File: src/rtl/sdfm_filter.sv
// Sigma-delta modulator decimation filter: sinc1/2/3 CIC with programmable OSR,
// settling suppression and an optional acknowledge/overrun output handshake.
module sdfm_filter (
    input  logic        SYSCLK,
    input  logic        SYSRSTn,
    input  logic        bit_in,
    input  logic        bit_stb,
    input  logic        reg_filten,
    input  logic        reg_filtask,
    input  logic [1:0]  reg_filtst,
    input  logic [7:0]  reg_filtdec,
    input  logic        data_ack,
    output logic [31:0] data_out,
    output logic        data_valid,
    output logic        data_ovr
);

    logic        en_q;
    logic [1:0]  st_q;
    logic [7:0]  dec_q;
    logic [7:0]  cnt_q;
    logic [1:0]  settle_q;
    logic [31:0] i1_q, i2_q, i3_q;
    logic [31:0] d1_q, d2_q, d3_q;

    logic [31:0] i1_nxt, i2_nxt, i3_nxt;
    logic [31:0] comb_in, c1, c2, c3, comb_out;
    logic [1:0]  order;
    logic        dec_evt;
    logic        settled;
    logic        publish;

    // Each integrator accumulates the previous stage's pre-update value.
    assign i1_nxt = i1_q + {31'd0, bit_in};
    assign i2_nxt = i2_q + i1_q;
    assign i3_nxt = i3_q + i2_q;

    always_comb begin
        order    = 2'd3;
        comb_in  = i3_nxt;
        comb_out = c3;
        case (st_q)
            2'd0: begin order = 2'd1; comb_in = i1_nxt; comb_out = c1; end
            2'd1: begin order = 2'd2; comb_in = i2_nxt; comb_out = c2; end
            default: ;
        endcase
    end

    assign c1 = comb_in - d1_q;
    assign c2 = c1 - d2_q;
    assign c3 = c2 - d3_q;

    assign dec_evt = en_q && bit_stb && (cnt_q == dec_q);
    assign settled = (settle_q >= (order - 2'd1));
    assign publish = dec_evt && settled;

    // NOTE: every register here, datapath included, sits on the async reset so that
    // outputs and filter history are known the instant SYSRSTn falls.
    always_ff @(posedge SYSCLK or negedge SYSRSTn) begin
        if (!SYSRSTn) begin
            en_q       <= 1'b0;
            st_q       <= 2'd0;
            dec_q      <= 8'd0;
            cnt_q      <= 8'd0;
            settle_q   <= 2'd0;
            i1_q       <= '0;
            i2_q       <= '0;
            i3_q       <= '0;
            d1_q       <= '0;
            d2_q       <= '0;
            d3_q       <= '0;
            data_out   <= '0;
            data_valid <= 1'b0;
            data_ovr   <= 1'b0;
        end else begin
            // NOTE: non-blocking assignments so every register sees pre-edge values.
            en_q <= reg_filten;
            if (!en_q) begin
                // Shadows track the registers while idle; the value present at enable sticks.
                st_q       <= reg_filtst;
                dec_q      <= reg_filtdec;
                cnt_q      <= 8'd0;
                settle_q   <= 2'd0;
                i1_q       <= '0;
                i2_q       <= '0;
                i3_q       <= '0;
                d1_q       <= '0;
                d2_q       <= '0;
                d3_q       <= '0;
                data_out   <= '0;
                data_valid <= 1'b0;
                data_ovr   <= 1'b0;
            end else begin
                if (bit_stb) begin
                    i1_q  <= i1_nxt;
                    i2_q  <= i2_nxt;
                    i3_q  <= i3_nxt;
                    cnt_q <= dec_evt ? 8'd0 : cnt_q + 8'd1;
                end
                if (dec_evt) begin
                    d1_q <= comb_in;
                    d2_q <= c1;
                    d3_q <= c2;
                    if (!settled)
                        settle_q <= settle_q + 2'd1;
                end

                if (reg_filtask) begin
                    if (publish) begin
                        data_out   <= comb_out;
                        data_valid <= 1'b1;
                        if (data_valid && !data_ack)
                            data_ovr <= 1'b1;
                    end else if (data_ack) begin
                        data_valid <= 1'b0;
                    end
                end else begin
                    data_valid <= publish;
                    if (publish)
                        data_out <= comb_out;
                end
            end
        end
    end

endmodule

File: config.mk
export PLATFORM = sky130hd
export DESIGN_NAME = sdfm_filter
export DESIGN_NICKNAME = d
export VERILOG_FILES = /design/src/rtl/sdfm_filter.sv
export SDC_FILE = /design/constraint.sdc
export NUM_CORES = 1
export LEC_CHECK = 0
export BUFFER_PORTS_ARGS = -buffer_cell sky130_fd_sc_hd__clkbuf_2
export CAP_MARGIN = 30
export CORE_AREA = 2 2 179 181
export DETAILED_ROUTE_END_ITERATION = 10
export DIE_AREA = 0 0 181 183
export PLACE_DENSITY = 0.88
export SKIP_LAST_GASP = 1
export SYNTH_ARGS = -nofsm -noshare
export SYNTH_HDL_FRONTEND = slang
export SYNTH_SLANG_ARGS = --single-unit
File: constraint.sdc
create_clock -name SYSCLK -period 20.3 [get_ports SYSCLK]
set_input_delay 2.03 -clock SYSCLK [delete_from_list [all_inputs] [get_ports SYSCLK]]
set_output_delay 2.03 -clock SYSCLK [all_outputs]
set_load 0.005 [all_outputs]
==> results_dict.tcl, run 1 <==
set metrics [dict create \
    start_kind "primary input" \
    syn_area_per_cell_um2 8.23 \
    clock_insertion_delay_worst_skew_ns 0.55 \
    drcViolationCount 0 \
    holdPathStages 2 \
    start_util_pct 64.2 \
    cts.clk_slew.worst_paths_ns 0.06 \
    cts-buffers-inserted 29 \
    final_cells 2837 \
    antenna_cells 0 \
    htree_levels 1 \
    hp-start "data_out[15]" \
    reg2reg_from "i2_q[0]" \
    synth-simple-area-share_pct 20.1 \
    met2_usage_pct 52.6 \
    synth_edf_count 0 \
    ys_ff_latch 247 \
    muxShareOfSynthArea_pct 4.41 \
    routabilityCongestion 0.918 \
    synth_top_family_by_area "simple AND/OR/NAND/NOR gates" \
    synth_cell_types 83 \
    cts.sinks 247 \
    synthesis.nets 2616 \
    die_w_um 181 \
    dp_cells 2783 \
    routedWlPerCell_um 17.6 \
    status "finished clean" \
    cts.repair.resized 0 \
    combPwrFrac_pct 48.1 \
    fin_crit_ns 9.60 \
    finalHoldViolCount 0 \
    finalCritPeriodShare_pct 47.3 \
    slew_headroom_pct 36.9 \
    grt_pass1_wl_mm 82.9 \
    ys.warnings.count 0 \
    dieHeight_um 183 \
    track_usage_pct 30.1 \
    hold_class "flop to flop" \
    final_cell_mix "290 x nand2_1, 244 x dfrtp_1, 174 x o21ai_0, 168 x a21oi_1, 160 x ha_1" \
    p_seq_share_pct 24.3 \
    swShare_pct 39.5 \
    hold_buffers 0 \
    drive_gt1_share_pct 6.74 \
    drt_first_pass_iters 6 \
    fp.dieArea_mm2 0.0331 \
    drv_cap 0 \
    holdWs_ns 0.475 \
    rsz0062_at_grt "false" \
    power_mw 2.08 \
    rrSetupSlack_ns 11.00 \
    grt_pass1_vias 17200 \
    first_iter_violations 1391 \
    ir_worst_vdd_mv 0.0661 \
    cpMaxStageDelayCell "ha_1" \
    grtUsageMet1_pct 38.6 \
    post_cts_buffers 0 \
    reg2reg_depth 41 \
    synth_compound_area_share_pct 19.9 \
    busiest_layer "met2" \
    worstSetupPathType "primary input to flop" \
    ctsRootBufferMaster "clkbuf_16" \
    port_buffers 50 \
    p_leak_nw 10.5 \
    hold_path_end "data_out[15]" \
    finalMaxSlewViolations 0 \
    syn_area_mm2 0.0200 \
    wl_mm 50.0 \
    ys_async_sr_fraction_pct 100 \
    grt_util_met3_pct 3.91 \
    setup_violations 0 \
    area_delta_synth_final_pct 7.71 \
    dpl.hpwl_mm 34.3 \
    slowest_delay_ns 0.45 \
    avgViaCountPerCell 6.17 \
    regToRegEndpoint "data_out[31]" \
    syn_inst 2434 \
    grt_max_degree 208 \
    switching_power_uw 822 \
    detail-route-antenna-nets 0 \
    worstMarginPinSlew_ns 0.947 \
    grt_antenna_before_repair 0 \
    yosysSeqAreaShare_pct 30.8 \
    tns_ns 0 \
    power_density_mw_per_mm2 96.4 \
    crit_fanout 7 \
    skew_ns 0.00933 \
    cts_tree "yes" \
    fp.coreArea_mm2 0.0312 \
    end_kind "flop" \
    p_int_mw 1.26 \
    clkPwrFrac_pct 27.5 \
    layout_commonest_cell "nand2_1" \
    crit_required_ns 20.72 \
    fmaxAchievable_ghz 0.104 \
    row_count 65 \
    setup_slack_ns 10.70 \
    arrival_ns 10.02 \
    clock_path_buffers 3 \
    synth_ff_type "dfrtp_1" \
    overflow 0 \
    dp_slack_ns 10.41 \
    via_count 17500 \
    yosys.area_share.xor_xnor_pct 9.12 \
    synthAdderAreaFrac_pct 10.5 \
    nets 2595 \
    num_io_pins 51 \
]
## layer usage
metal	part of all wire (%)	wire length, µm	vias up
li1	-	-	8462
met1	43	21500	8274
met2	48	23800	646
met3	6.1	3060	135
met4	3.4	1690	0
met5	0	0	-
## sequential cells by signal, summed over array words and instances (netlist names), 8 cells and up
name      count
i3_q         32
d3_q         32
i2_q         32
data_out     32
d2_q         32
dec_q         8
cnt_q         8
i1_q         32
d1_q         32
## stage by stage
stage	cell area, µm²	util [%]
finish	21600	69.1
global placement	20500	65.6
floorplan	20000	-
global route	21600	69.1
CTS	21600	69.0
detailed placement	20500	65.6
## cell families (layout without fill, tap and decap cells)
| family | after synthesis | in the layout |
|---|---|---|
| flip-flops | 247 | 247 |
| AO/OA/AOI/OAI | 627 | 627 |
| multiplexers | 86 | 86 |
| XOR/XNOR | 207 | 207 |
| buffers and inverters | 273 | 274 |
| AND/OR/NAND/NOR | 829 | 829 |
| adder cells (fa/ha/maj) | 165 | 165 |
## how the worst max path moves through the flow
stage / from / cells past startpoint / end
after floorplan: bit_in / 40 / data_out[31]
after global placement: bit_in / 39 / data_out[31]
after detailed placement: bit_in / 39 / data_out[31]
after CTS: bit_in / 39 / data_out[31]
after global routing: bit_in / 39 / data_out[31]
final: bit_in / 39 / data_out[31]
## power by group through the flow
stage          sequential, mW  combinational, mW  clock, mW
2_1_floorplan           0.508              0.765          0
3_3_place_gp            0.515              0.935          0
3_5_place_dp            0.515              0.959          0
4_1_cts                 0.506              0.978      0.579
5_1_grt                 0.507               1.10      0.600
6_report                0.506               1.00      0.573
## cells in the mapped netlist, types with 18 or more instances
cell type	count	area share, %
nand2_1	290	5.4
dfrtp_1	247	31
o21ai_0	174	4.3
a21oi_1	168	4.2
ha_1	160	10
inv_1	158	3.0
nand3_1	136	3.4
nor2_1	130	2.4
xnor2_1	127	5.6
a21o_1	86	3.2
clkbuf_1	83	1.6
xor2_1	78	3.4
nor2b_1	74	2.3
mux2i_1	68	3.4
and2_1	51	1.6
and3_1	38	1.2
a211oi_1	30	1.1
buf_1	27	0.51
nand4_1	25	0.78
nand2b_1	23	0.72
o21a_1	23	0.86
o21bai_1	19	0.71
mux2_2	18	1.0
## layout make-up
class	instances	area (µm²)
Multi-Input combinational cell	1914	12800
Fill cell	2401	9650
Sequential cell	247	6190
Clock buffer	42	875
Inverter	159	597
Tap cell	402	503
Timing Repair Buffer	62	385
Clock inverter	11	186
## worst max-delay path: cells and delay by family
| kind | cells | cell delay [ns] |
|---|---|---|
| fa+ha+maj | 4 | 1.33 |
| xor+xnor | 5 | 0.89 |
| compound gates | 18 | 3.60 |
| simple gates | 10 | 1.98 |
| buf+inv | 2 | 0.19 |
Note: power is estimated with default switching activity, not from simulation.
==> inputs of run 2 (changes only) <==
Clock period 20.3 ns to 9 ns, I/O delays scaled along.
==> run 2 against run 1 <==
Net effect:
- non-clock buffer count is 5 higher
- sequential power is 130% higher
- clock power up 110%
- worst hold slack worse by 0.061 ns
- critical path depth down 1
- design area is 0.52% higher
- sequential share of layout area shrank 0.15 points
- critical endpoint unchanged
- flip-flop and latch count unchanged
- wire length is 0.18% higher
- total power increased by 120%
- count of clock-buffer cells in the layout rose by 2
- first-iteration DRC count decreased by 0.79%
==> results_dict.tcl, run 2 (synthesized netlist as in run 1, its figures left out) <==
set metrics [dict create \
    path_buf_inv 2 \
    drv_cap 0 \
    row_count 65 \
    end_kind "flop" \
    switching_power_mw 1.84 \
    slew_headroom_pct 39.3 \
    routabilityCongestion 0.940 \
    combPwrFrac_pct 49.3 \
    wl_met1_mm 21.9 \
    grt_pass1_wl_mm 83.5 \
    nets 2600 \
    layout_commonest_cell "nand2_1" \
    detail-route-antenna-nets 0 \
    power_mw 4.67 \
    fp.dieArea_mm2 0.0331 \
    dp_slack_ns 0.0279 \
    grt_max_degree 111 \
    holdWs_ns 0.414 \
    ctsRootBufferMaster "clkbuf_16" \
    rsz0062_at_grt "true" \
    ir_worst_vdd_mv 0.147 \
    skew_ns 0.0138 \
    crit_fanout 6 \
    maxUsedRoutingLayer "met4" \
    port_buffers 50 \
    status "finished clean" \
    dieHeight_um 183 \
    finalHoldViolCount 0 \
    slowest_delay_ns 0.42 \
    die_w_um 181 \
    routedWlPerCell_um 17.6 \
    finalCritPeriodShare_pct 95.0 \
    path_delay_family "compound AO/OA/AOI/OAI gates" \
    start_kind "flop" \
    wl_mm 50.1 \
    grt_antenna_before_repair 0 \
    p_leak_nw 10.5 \
    clkPwrFrac_pct 26.2 \
    area_delta_synth_final_pct 8.26 \
    crit_required_ns 9.40 \
    htree_levels 1 \
    arrival_ns 8.95 \
    avgViaCountPerCell 6.14 \
    worstSetupPathType "flop to flop" \
    final_cell_mix "290 x nand2_1, 244 x dfrtp_1, 169 x o21ai_0, 162 x a21oi_1, 158 x inv_1" \
    setup_slack_ns 0.447 \
    route.met2.wl_mm 23.9 \
    final_util_pct 69.5 \
    via_count 17400 \
    crit_path_frequent_cell "a21o_1" \
    cts.sinks 247 \
    track_usage_pct 30.3 \
    worstMarginPinSlew_ns 0.910 \
    overflow 0 \
    wl_met3_mm 2.68 \
    dp_cells 2785 \
    clock_path_buffers 3 \
    p_int_mw 2.83 \
    fin_crit_ns 8.55 \
    dpl.hpwl_mm 35.2 \
    fp.coreArea_mm2 0.0312 \
    antenna_cells 0 \
    clock_insertion_delay_worst_skew_ns 0.55 \
    first_iter_violations 1380 \
    setup_violations 0 \
    hold_buffers 0 \
    fmaxAchievable_ghz 0.117 \
    cts.clk_slew.worst_paths_ns 0.06 \
    grt_pass1_vias 17200 \
    hold_class "primary input to async pin" \
    power_density_mw_per_mm2 215 \
    cts-buffers-inserted 29 \
    drcViolationCount 0 \
    drt_first_pass_iters 5 \
    drive_gt1_share_pct 8.08 \
    finalMaxSlewViolations 0 \
    cts_tree "yes" \
    cpMaxStageDelayCell "dfrtp_1" \
    start_util_pct 64.2 \
    swShare_pct 39.4 \
    p_seq_share_pct 24.5 \
    num_io_pins 51 \
    final_cells 2841 \
]
## run 2: cell count changes in the layout (fill, tap and decap cells not counted), sizes merged
cell / previous run / this run
buf: 14 / 19
clkinvlp: 1 / 0
clkbuf: 90 / 92
clkinv: 5 / 4
bufinv: 5 / 4
## run 2: layout make-up
class                      count  area, µm²
multi-input combinational   1914      13000
clock buffer                  44        852
sequential                   247       6190
fill                        2456       9540
inverter                     159        597
tap                          402        503
clock inverter                 8        144
timing repair buffer          67        390
## run 2: final timing paths
| path | depth (start not counted) | slack, ns | startpoint | endpoint |
|---|---|---|---|---|
| worst max-delay path | 38 | 0.45 | i1_q[1] | data_out[31] |
| worst min-delay path | 1 | 0.41 | SYSRSTn | data_out[3] |
| worst max register to register | 38 | 0.45 | i1_q[1] | data_out[31] |
| worst min register to register | 1 | 0.47 | data_out[20] | data_out[20] |
| max in group asynchronous | 2 | 7.02 | SYSRSTn | en_q |
| min in group SYSCLK | 1 | 0.45 | reg_filten | en_q |
## run 2: metal layers
metal,global-route usage [%],vias to the layer above
met5,0,-
met4,11.4,0
met3,3.63,126
met2,52.5,566
met1,39.0,8294
li1,-,8462
## run 2: worst reg2reg max path: cells and delay by family, from the launching register on
family,cells,cell delay [ns]
flops,1,0.42
simple gates,3,0.27
fa+ha+maj,4,1.45
xor+xnor,5,0.79
buf+inv,2,0.18
compound gates,24,5.30
## run 2: through the flow
step                setup TNS (ns)  area (µm²)
finish                           0       21700
global route                -0.166       21700
CTS                              0       21500
detailed placement               0       20500
global placement                 0       20500
floorplan                        0       20000
## run 2: power groups by stage
stage / registers, mW / logic, mW / clock network (mW)
finish: 1.14 / 2.30 / 1.22
CTS: 1.14 / 2.19 / 1.24
global placement: 1.16 / 2.11 / 0
detailed placement: 1.16 / 2.17 / 0
global route: 1.14 / 2.55 / 1.29
floorplan: 1.15 / 1.73 / 0
## run 2: what timing repair did
action,4_1_cts,5_1_grt
pin swaps,0,7
gates resized for setup,1,43
buffers inserted,0,4
setup endpoints to repair,1,11
